--- src/rtl/i2s_tx.sv ---
// I2S transmitter: one-deep stereo holding register, ws master, MSB-first sdout with one-bit delay.
// Latency: a pair accepted before a frame boundary appears from the next left slot; sdout bit 1 is the MSB.
// Backpressure: in_rdy is low while a pair is held, except in the cycle whose edge loads the shift registers.
module i2s_tx #(
    parameter int DATA_WIDTH = 8,
    parameter int SLOT_WIDTH = 16
) (
    input  logic                  sck,
    input  logic                  rst_n,
    input  logic                  en,
    input  logic [DATA_WIDTH-1:0] ldata,
    input  logic [DATA_WIDTH-1:0] rdata,
    input  logic                  in_vld,
    output logic                  in_rdy,
    output logic                  ws,
    output logic                  sdout,
    output logic                  frame_start,
    output logic                  underrun
);

    localparam int BW = (SLOT_WIDTH > 1) ? $clog2(SLOT_WIDTH) : 1;
    localparam logic [BW-1:0] LAST_BIT = BW'(SLOT_WIDTH - 1);
    localparam logic [BW-1:0] DW_BITS  = BW'(DATA_WIDTH);

    typedef enum logic {IDLE, RUN} state_t;

    state_t                state;
    logic                  ch;
    logic [BW-1:0]         bit_cnt;
    logic [DATA_WIDTH-1:0] hold_l;
    logic [DATA_WIDTH-1:0] hold_r;
    logic                  hold_vld;
    logic [DATA_WIDTH-1:0] sh_l;
    logic [DATA_WIDTH-1:0] sh_r;
    logic                  slot_end;
    logic                  frame_end;
    logic                  load;
    logic                  accept;

    assign slot_end  = (bit_cnt == LAST_BIT);
    assign frame_end = (state == RUN) && ch && slot_end;
    // The edge ending this cycle moves the outputs to left-slot bit 0.
    assign load      = en && ((state == IDLE) || frame_end);
    assign in_rdy    = ~hold_vld | load;
    assign accept    = in_vld & in_rdy;

    always_ff @(posedge sck or negedge rst_n) begin
        if (!rst_n) begin
            state       <= IDLE;
            ch          <= 1'b0;
            bit_cnt     <= '0;
            hold_l      <= '0;
            hold_r      <= '0;
            hold_vld    <= 1'b0;
            sh_l        <= '0;
            sh_r        <= '0;
            ws          <= 1'b0;
            sdout       <= 1'b0;
            frame_start <= 1'b0;
            underrun    <= 1'b0;
        end else begin
            frame_start <= 1'b0;
            underrun    <= 1'b0;

            if (accept) begin
                hold_l   <= ldata;
                hold_r   <= rdata;
                hold_vld <= 1'b1;
            end else if (load) begin
                hold_vld <= 1'b0;
            end

            if (load) begin
                state       <= RUN;
                ch          <= 1'b0;
                bit_cnt     <= '0;
                ws          <= 1'b0;
                sdout       <= 1'b0;
                frame_start <= 1'b1;
                underrun    <= ~hold_vld;
                sh_l        <= hold_vld ? hold_l : '0;
                sh_r        <= hold_vld ? hold_r : '0;
            end else if (state == RUN) begin
                if (frame_end) begin
                    state   <= IDLE;
                    ch      <= 1'b0;
                    bit_cnt <= '0;
                    ws      <= 1'b0;
                    sdout   <= 1'b0;
                end else if (slot_end) begin
                    ch      <= 1'b1;
                    bit_cnt <= '0;
                    ws      <= 1'b1;
                    sdout   <= 1'b0;
                end else begin
                    bit_cnt <= bit_cnt + 1'b1;
                    // Next bit index lies in 1..DATA_WIDTH: emit the channel MSB and shift.
                    if (bit_cnt < DW_BITS) begin
                        if (ch) begin
                            sdout <= sh_r[DATA_WIDTH-1];
                            sh_r  <= sh_r << 1;
                        end else begin
                            sdout <= sh_l[DATA_WIDTH-1];
                            sh_l  <= sh_l << 1;
                        end
                    end else begin
                        sdout <= 1'b0;
                    end
                end
            end
        end
    end

endmodule

--- config.mk ---
export PLATFORM = sky130hd
export DESIGN_NAME = i2s_tx
export DESIGN_NICKNAME = d
export VERILOG_FILES = /design/src/rtl/i2s_tx.sv
export SDC_FILE = /design/constraint.sdc
export NUM_CORES = 1
export LEC_CHECK = 0
export CORE_AREA = 2 2 67 69
export DETAILED_ROUTE_END_ITERATION = 10
export DIE_AREA = 0 0 69 71
export PLACE_DENSITY_LB_ADDON = 0.15
export RECOVER_POWER = 50
export SYNTH_ARGS = -nofsm -noshare
export SYNTH_HDL_FRONTEND = slang
export SYNTH_SLANG_ARGS = --single-unit
export TNS_END_PERCENT = 20
--- constraint.sdc ---
create_clock -name sck -period 3.8 [get_ports sck]
set_clock_uncertainty 0.05 [all_clocks]
set_input_delay 1.14 -clock sck [delete_from_list [all_inputs] [get_ports sck]]
set_output_delay 1.14 -clock sck [all_outputs]
set_load 0.005 [all_outputs]
==> results_dict.tcl, run 1 <==
set metrics [dict create \
    outcome "finished with violations" \
    violations "max-capacitance violations, max-slew violations" \
    power.share.clock_pct 19.1 \
    final_cell_mix "42 x dfrtp_1, 22 x clkdlybuf4s50_1, 10 x o21ai_0, 10 x mux2_4" \
    post_drt_wl_per_cell_um 15.3 \
    holdPathEnd "sh_r[0]$_DFFE_PN0P_" \
    reg2reg_depth 7 \
    first_global_vias 1273 \
    cp_top_family "buffers and inverters" \
    antenna_left 0 \
    synth_cells 146 \
    timing.setup.tns_ns 0 \
    rsz0062_at_grt "false" \
    seq_area_frac_synth_pct 56.0 \
    area_growth_pct 18.0 \
    relSlewSlack_pct -45.4 \
    grt_usage_pct 15.7 \
    drive_above_1_share_pct 19.3 \
    antenna_found_initial 0 \
    power_density_mw_per_mm2 686 \
    cts_tree "built" \
    r2r_setup_slack_ns 1.42 \
    dp_hpwl_mm 2.33 \
    final_nets 191 \
    ys_async_sr_fraction_pct 100 \
    post_cts_resize_count 0 \
    final_util_pct 52.7 \
    leakagePower_nw 1.03 \
    antenna_cells 0 \
    syn_area_mm2 0.00188 \
    design_area_mm2 0.00222 \
    grt_max_degree 43 \
    ys_ff_latch 42 \
    vias 1207 \
    p_switching_mw 0.474 \
    cts_buffer_depth 2 \
    grt-ovfl-total 0 \
    grt_pass1_wl_mm 6.11 \
    cts.sinks 42 \
    finalCriticalPeriod_ns 3.55 \
    crit_path_start_kind "input port" \
    start_util_pct 44.7 \
    drt_iter0_drc 78 \
    vdd_drop_max_uv 278 \
    root_buffer "clkbuf_8" \
    slew_violations 43 \
    die-height_um 71 \
    synth-edff-count 0 \
    cts_setup_buffers 0 \
    fin_cells 223 \
    finalHoldViolCount 0 \
    dp_cells 215 \
    r2r_end "hold_r[0]$_DFFE_PN0P_" \
    cpPeakStageDelay_ns 0.56 \
    combPwrFrac_pct 30.8 \
    dpl_cell_area_mm2 0.00213 \
    swShare_pct 31.2 \
    synth_nets 167 \
    clkTransAtPathRegs_ns 0.08 \
    core_region_area_mm2 0.00420 \
    min_delay_path_depth 1 \
    routabilityCongestion 0.731 \
    drt_wl_total_mm 3.41 \
    cts-buffers-inserted 5 \
    cpMaxStageDelayCell "dlygate4sd3_1" \
    synth.avg_cell_area_um2 12.9 \
    r2r_start "bit_cnt[0]$_DFFE_PN0P_" \
    holdCritPathClass "flop to flop" \
    tightest_slew_ns 2.18 \
    p_int_mw 1.05 \
    viasPerCell 5.41 \
    arrival_ns 2.36 \
    total_power_mw 1.52 \
    crit_fanout 3 \
    dominantRegCellSynth "dfrtp_1" \
    io_pins 25 \
    postCtsHoldBufs 0 \
    crit_type "input port to output pin" \
    required_ns 2.61 \
    p_seq_share_pct 50.0 \
    end_kind "output pin" \
    final_common_cell "dfrtp_1" \
    path_cells "dlygate4sd3_1 > nand2_2 > nand2_1 > clkdlybuf4s50_1" \
    nFillCells 370 \
    io_buffers 24 \
    clkLatencyLatePin_ns 0.29 \
    htreeDepth 2 \
    synth_warnings 0 \
    setup_viol_count_final 0 \
    worstHoldStart "hold_r[0]$_DFFE_PN0P_" \
    post-route-period-util_pct 93.4 \
    fmax_ghz 0.282 \
    dr.pass1.iters 4 \
    crit_buf_inv 2 \
    synth_cell_types 39 \
    dieArea_mm2 0.00490 \
    drc 0 \
    rows 24 \
    die_w_um 69 \
    maxCapViolations 1 \
]
-- per-stage QoR --
stage	hold WS, ns	worst slack [ns]
final	0.423	0.252
after floorplan	0.390	1.18
after CTS	0.431	0.312
after global placement	0.412	0.313
after global routing	0.465	0.201
after detailed placement	0.415	0.321
-- layout make-up --
type / count / area (um2) / share of cell area (%)
flip-flops and latches: 42 / 1050 / 47.4
multi-input cells: 92 / 756 / 34.1
repair buffers: 25 / 238 / 10.7
clock buffers: 7 / 86.3 / 3.90
well taps: 52 / 65.1 / 2.94
inverters: 4 / 15.0 / 0.678
clock inverters: 1 / 5.00 / 0.226
-- sequential cells by signal, summed over array words and instances (netlist names) --
register,cells
bit_cnt,4
ch,1
frame_start,1
hold_l,8
hold_r,8
hold_vld,1
sdout,1
sh_l,8
sh_r,8
state,1
underrun,1
-- cells in the mapped netlist, types with 2 or more instances --
cell	instances	share of area [%]
inv_1	2	0.40
mux2i_1	6	3.2
nand3_1	8	2.1
mux2_4	10	8.0
buf_2	2	0.53
o22ai_1	2	0.67
a21oi_1	3	0.80
mux2_2	6	3.6
a221o_1	8	4.3
nor2_1	2	0.40
nand2_2	2	0.67
and2_1	8	2.7
inv_2	2	0.40
nand2_1	8	1.6
buf_4	2	0.80
buf_6	2	1.2
o21ai_0	10	2.7
dfrtp_1	42	56
-- cell families (layout without fill, tap and decap cells) --
| group | Yosys count | in the layout | synth area share (%) |
|---|---|---|---|
| mux | 22 | 22 | 14.8 |
| buf+inv | 12 | 37 | 3.80 |
| xor+xnor | 2 | 2 | 0.933 |
| flops | 42 | 42 | 56.0 |
| fa+ha+maj | 1 | 1 | 0.666 |
| simple gates | 35 | 35 | 10.8 |
| compound gates | 32 | 32 | 13.1 |
-- worst reg2reg max path, cell delays in order, from the launching register on --
cell	delay [ns]
dfrtp_1	0.43
ha_1	0.31
nand4_2	0.13
nand2_2	0.08
nand2_2	0.11
inv_2	0.15
o21ai_4	0.60
mux2_2	0.41
-- power by group through the flow --
stage | combinational [mW] | clock, mW | sequential (mW)
2_1_floorplan | 0.393 | 0 | 0.718
3_3_place_gp | 0.456 | 0 | 0.761
3_5_place_dp | 0.475 | 0 | 0.767
4_1_cts | 0.476 | 0.301 | 0.761
5_1_grt | 0.516 | 0.321 | 0.788
6_report | 0.469 | 0.291 | 0.761
-- how the worst max path moves through the flow --
stage | slack [ns] | start | depth (start not counted) | endpoint
2_1_floorplan | 1.18 | en | 3 | in_rdy
4_1_cts | 0.31 | en | 4 | in_rdy
6_report | 0.25 | en | 4 | in_rdy
3_3_place_gp | 0.31 | en | 4 | in_rdy
5_1_grt | 0.20 | en | 4 | in_rdy
3_5_place_dp | 0.32 | en | 4 | in_rdy
-- layer usage --
metal  wire (um)  track usage [%]  vias up
met5           0                0        -
met2        1500             22.9       30
met1        1690             22.3      596
met3         149             4.13        9
li1            -                -      572
met4          64             6.97        0
Note: power is estimated with default switching activity, not from simulation.
==> run 2, diff against run 1 <==
--- a/config.mk
+++ b/config.mk
@@ -8,6 +8,7 @@
 export CORE_AREA = 2 2 67 69
 export DETAILED_ROUTE_END_ITERATION = 10
 export DIE_AREA = 0 0 69 71
+export GPL_ROUTABILITY_DRIVEN = 0
 export PLACE_DENSITY_LB_ADDON = 0.15
 export RECOVER_POWER = 50
 export SYNTH_ARGS = -nofsm -noshare
==> results of run 2 <==
Final layout, timing and power as in run 1 (identical DEF).
==> run 3, diff against run 2 <==
--- a/config.mk
+++ b/config.mk
@@ -11,6 +11,7 @@
 export GPL_ROUTABILITY_DRIVEN = 0
 export PLACE_DENSITY_LB_ADDON = 0.15
 export RECOVER_POWER = 50
+export REMOVE_ABC_BUFFERS = 1
 export SYNTH_ARGS = -nofsm -noshare
 export SYNTH_HDL_FRONTEND = slang
 export SYNTH_SLANG_ARGS = --single-unit
==> results_dict.tcl, run 3 (synthesized netlist as in run 1, its figures left out) <==
set metrics [dict create \
    outcome "finished with violations" \
    violations "max-capacitance violations, max-slew violations" \
    vdd_drop_max_uv 304 \
    antenna_cells 0 \
    vias 1184 \
    post-route-period-util_pct 93.3 \
    dieArea_mm2 0.00490 \
    grt_pass1_wl_mm 5.88 \
    p_switching_mw 0.479 \
    first_global_vias 1219 \
    grt_max_degree 43 \
    power_density_mw_per_mm2 689 \
    crit_path_start_kind "input port" \
    swShare_pct 31.4 \
    cpMaxStageDelayCell "dlygate4sd3_1" \
    core_region_area_mm2 0.00420 \
    cts_tree "built" \
    top_layer_used "met4" \
    p_seq_share_pct 50.0 \
    antenna_left 0 \
    dp_slack_ns 0.316 \
    met1Wirelength_mm 1.53 \
    path_cells "dlygate4sd3_1 > nand2_2 > nand2_1 > clkdlybuf4s50_1" \
    timing.setup.tns_ns 0 \
    cts_buffer_depth 2 \
    crit_fanout 3 \
    slew_violations 43 \
    post_drt_wl_per_cell_um 15.0 \
    setup_viol_count_final 0 \
    finalHoldViolCount 0 \
    viasPerCell 5.31 \
    die_w_um 69 \
    cts.sinks 42 \
    postCtsHoldBufs 0 \
    final_nets 191 \
    grt-ovfl-total 0 \
    cts-buffers-inserted 5 \
    leakagePower_nw 1.03 \
    relSlewSlack_pct -46.7 \
    combPwrFrac_pct 30.8 \
    io_pins 25 \
    clkTransAtPathRegs_ns 0.08 \
    drt_wl_total_mm 3.36 \
    rsz0062_at_grt "false" \
    crit_type "input port to output pin" \
    p_int_mw 1.05 \
    dr.pass1.iters 4 \
    wl_met3_um 139 \
    antenna_found_initial 0 \
    htreeDepth 2 \
    end_kind "output pin" \
    die-height_um 71 \
    area_growth_pct 18.0 \
    final_cell_mix "42 x dfrtp_1, 22 x clkdlybuf4s50_1, 10 x o21ai_0, 10 x mux2_4" \
    cpPeakStageDelay_ns 0.57 \
    drive_above_1_share_pct 19.3 \
    drc 0 \
    power.share.clock_pct 19.2 \
    met2_wirelength_mm 1.60 \
    finalCriticalPeriod_ns 3.55 \
    drt_iter0_drc 44 \
    dp_hpwl_mm 2.34 \
    arrival_ns 2.36 \
    fmax_ghz 0.282 \
    grt_usage_pct 15.3 \
    maxCapViolations 1 \
    required_ns 2.61 \
    holdCritPathClass "flop to flop" \
    start_util_pct 44.7 \
    rows 24 \
    root_buffer "clkbuf_8" \
    cts_setup_buffers 0 \
    final_common_cell "dfrtp_1" \
    post_cts_resize_count 0 \
    io_buffers 24 \
    finalWorstSetupSlack_ns 0.253 \
    tightest_slew_ns 2.20 \
    clkLatencyLatePin_ns 0.29 \
]
[run 3: cell counts in the layout (fill, tap and decap cells not counted)]
Identical to the previous run, type by type.
[run 3: layer usage]
layer	up-vias	global-route usage [%]
li1	573	-
met1	566	20.0
met2	32	23.2
met3	13	5.56
met4	0	6.32
met5	-	0
[run 3: final timing paths]
check                                  startpoint                endpoint  slack, ns  cells after the start
min in group asynchronous                   rst_n   hold_r[5]$_DFFE_PN0P_       1.44                      1
setup reg to reg           bit_cnt[0]$_DFFE_PN0P_   hold_r[1]$_DFFE_PN0P_       1.46                      7
hold / removal                sh_l[7]$_DFFE_PN0P_       sdout$_DFFE_PN0P_       0.45                      2
hold reg to reg               sh_l[7]$_DFFE_PN0P_       sdout$_DFFE_PN0P_       0.45                      2
setup / recovery                               en                  in_rdy       0.25                      4
max in group asynchronous                   rst_n  bit_cnt[0]$_DFFE_PN0P_       1.01                      1
[run 3: area by class of cell]
cell class | instances | area [um2]
clock buffers | 7 | 86.3
flip-flops and latches | 42 | 1050
fillers | 385 | 1990
well taps | 52 | 65.1
inverters | 4 | 15.0
multi-input cells | 92 | 756
repair buffers | 25 | 238
clock inverters | 1 | 5.00
[run 3: metrics by stage]
stage / hold WS [ns] / util (%) / std cells / instance area, um2 / total power [mW]
after floorplan: 0.390 / - / 138 / 1820 / 1.09
after global routing: 0.471 / 52.7 / 223 / 2220 / 1.64
after CTS: 0.453 / 52.8 / 223 / 2220 / 1.55
after global placement: 0.420 / 50.7 / 215 / 2130 / 1.22
final: 0.447 / 52.7 / 223 / 2220 / 1.53
after detailed placement: 0.435 / 50.7 / 215 / 2130 / 1.24
[run 3: critical path, delay by kind of cell]
| family | cells | cell delay [ns] |
|---|---|---|
| simple gates | 2 | 0.15 |
| buf+inv | 2 | 1.06 |
[run 3: power by group through the flow]
stage                     Sequential, mW  Combinational [mW]  Clock, mW
after floorplan                    0.727               0.360          0
after global placement             0.761               0.457          0
after detailed placement           0.768               0.477          0
after CTS                          0.762               0.479      0.306
after global routing               0.787               0.522      0.327
final                              0.764               0.469      0.293
==> patch, RTL diff (flow settings as in run 1) <==
Reset style: synchronous (`rst_n`), changed in one clocked block.
--- a/src/rtl/i2s_tx.sv
+++ b/src/rtl/i2s_tx.sv
@@ -44,7 +44,7 @@
     assign in_rdy    = ~hold_vld | load;
     assign accept    = in_vld & in_rdy;
 
-    always_ff @(posedge sck or negedge rst_n) begin
+    always_ff @(posedge sck) begin
         if (!rst_n) begin
             state       <= IDLE;
             ch          <= 1'b0;
Behaviour: differs if rst_n is asserted again (counterexample within 4 cycles, from zero or initial values and one cycle with rst_n low); with rst_n held inactive, the same outputs for 10 cycles.
==> patch against run 1 <==
Non-clock buffer count grew 2; synthesized area is 5.4% lower; cell area fell by 6.1%; sequential share of layout area is 7.0 points lower; setup slack got worse by 0.074 ns; hold slack improved by 0.0030 ns; routed wire length rose by 4.6%; sequential cell count stayed put; critical path depth stayed put.
Power is not compared: it rests on default switching activity, and its combinational part moved more than twofold at a synthesized area within 25%.
==> patch: results (changes against run 1) <==
[timing]
worst_slew_pin_slew_ns=1.15  ; -1.04 ns

[clocking]
h-tree-depth=2  ; unchanged
clk_latency_ns=0.29  ; about the same
clockRootBuffer=clkbuf_8

[logic_synthesis]
synth_cell_type_count=34  ; -13%
async_flop_share_pct=0  ; -100 points
synth_ff_type=dfxtp_1
syn_inst=184  ; +26%
synthTopCellsByCount=dfxtp_1, nand2_1, nand3_1
synthTopCellsByArea=dfxtp_1, a221o_1, nand3_1
syn_nets=205  ; +23%
ys_seq_area_share_pct=47.3  ; -8.6 points

[place]
place_congestion=0.699  ; -4.4%
dp_cells=248  ; +15%
place_hpwl_mm=2.43  ; +4.1%

[drt]
wl_met3_um=98  ; -34%
wl_met1_mm=1.74  ; +2.6%
vias_per_cell=5.41  ; -0.12%
dr_wl_met2_mm=1.67  ; +11%
highest_layer=met4
drt_wl_total_mm=3.56  ; +4.6%
drt_iter0_markers=81  ; +3.8%
vias=1384  ; +15%

[global_route]
antenna_found_initial=0  ; unchanged
track_usage_pct=15.4  ; -0.34 points
grt_pass1_wl_mm=6.15  ; +0.56%

[run_status]
status=finished clean

[setup_path]
worst-path-max-fanout=4  ; +1
crit_slowest_cell=dlygate4sd3_1
cpPeakStageDelay_ns=0.63  ; +0.07 ns

[cells_and_area]
fillers=403  ; +8.9%

-- patch: cell type report --
cell class	instances	share of cell area [%]
sequential	42	40.4
multi-input combinational	124	38.8
timing repair buffer	27	12.3
clock buffer	6	3.97
tap	52	3.13
inverter	3	0.782
clock inverter	2	0.601
-- patch: where the power goes --
| part | switching (uW) | internal [uW] | total, uW |
|---|---|---|---|
| Sequential | 13.7 | 458 | 472 |
| Clock | 155 | 146 | 301 |
| Combinational | 42.5 | 38.2 | 80.8 |
| Total | 211 | 642 | 853 |
-- patch: cells by family after synthesis --
family          Yosys count  synth area share (%)
compound gates           44                  18.0
flops                    42                  47.3
buf+inv                  18                  7.18
fa+ha+maj                 1                 0.704
mux                       4                  2.25
simple gates             73                  23.5
xor+xnor                  2                 0.986
-- patch: final timing paths --
kind	start	to	slack, ns	cells after the start
worst min register to register	hold_l[5]	hold_l[5]	0.43	2
worst min-delay path	hold_l[5]	hold_l[5]	0.43	2
worst max-delay path	en	in_rdy	0.18	4
worst max register to register	bit_cnt[0]	hold_l[0]	1.48	5
-- patch: layer usage --
metal  vias to the layer above  GRT usage (%)
met5                         -              0
met4                         0           7.41
met3                         6           3.13
met2                        21           25.1
met1                       650           19.6
li1                        707              -
-- patch: through the flow --
stage | area (um^2) | setup WS [ns]
finish | 2080 | 0.178
global route | 2080 | 0.115
CTS | 2090 | 0.251
detailed placement | 1990 | 0.256
global placement | 1990 | 0.281
floorplan | 1780 | 1.10
-- patch: worst register-to-register path, delay by kind of cell (launching register included) --
family	cells	cell delay [ns]
AOI/OAI and AO/OA	2	0.37
adders and majority gates	1	0.30
buffers and inverters	1	0.86
DFF	1	0.35
and+or+nand+nor	1	0.24
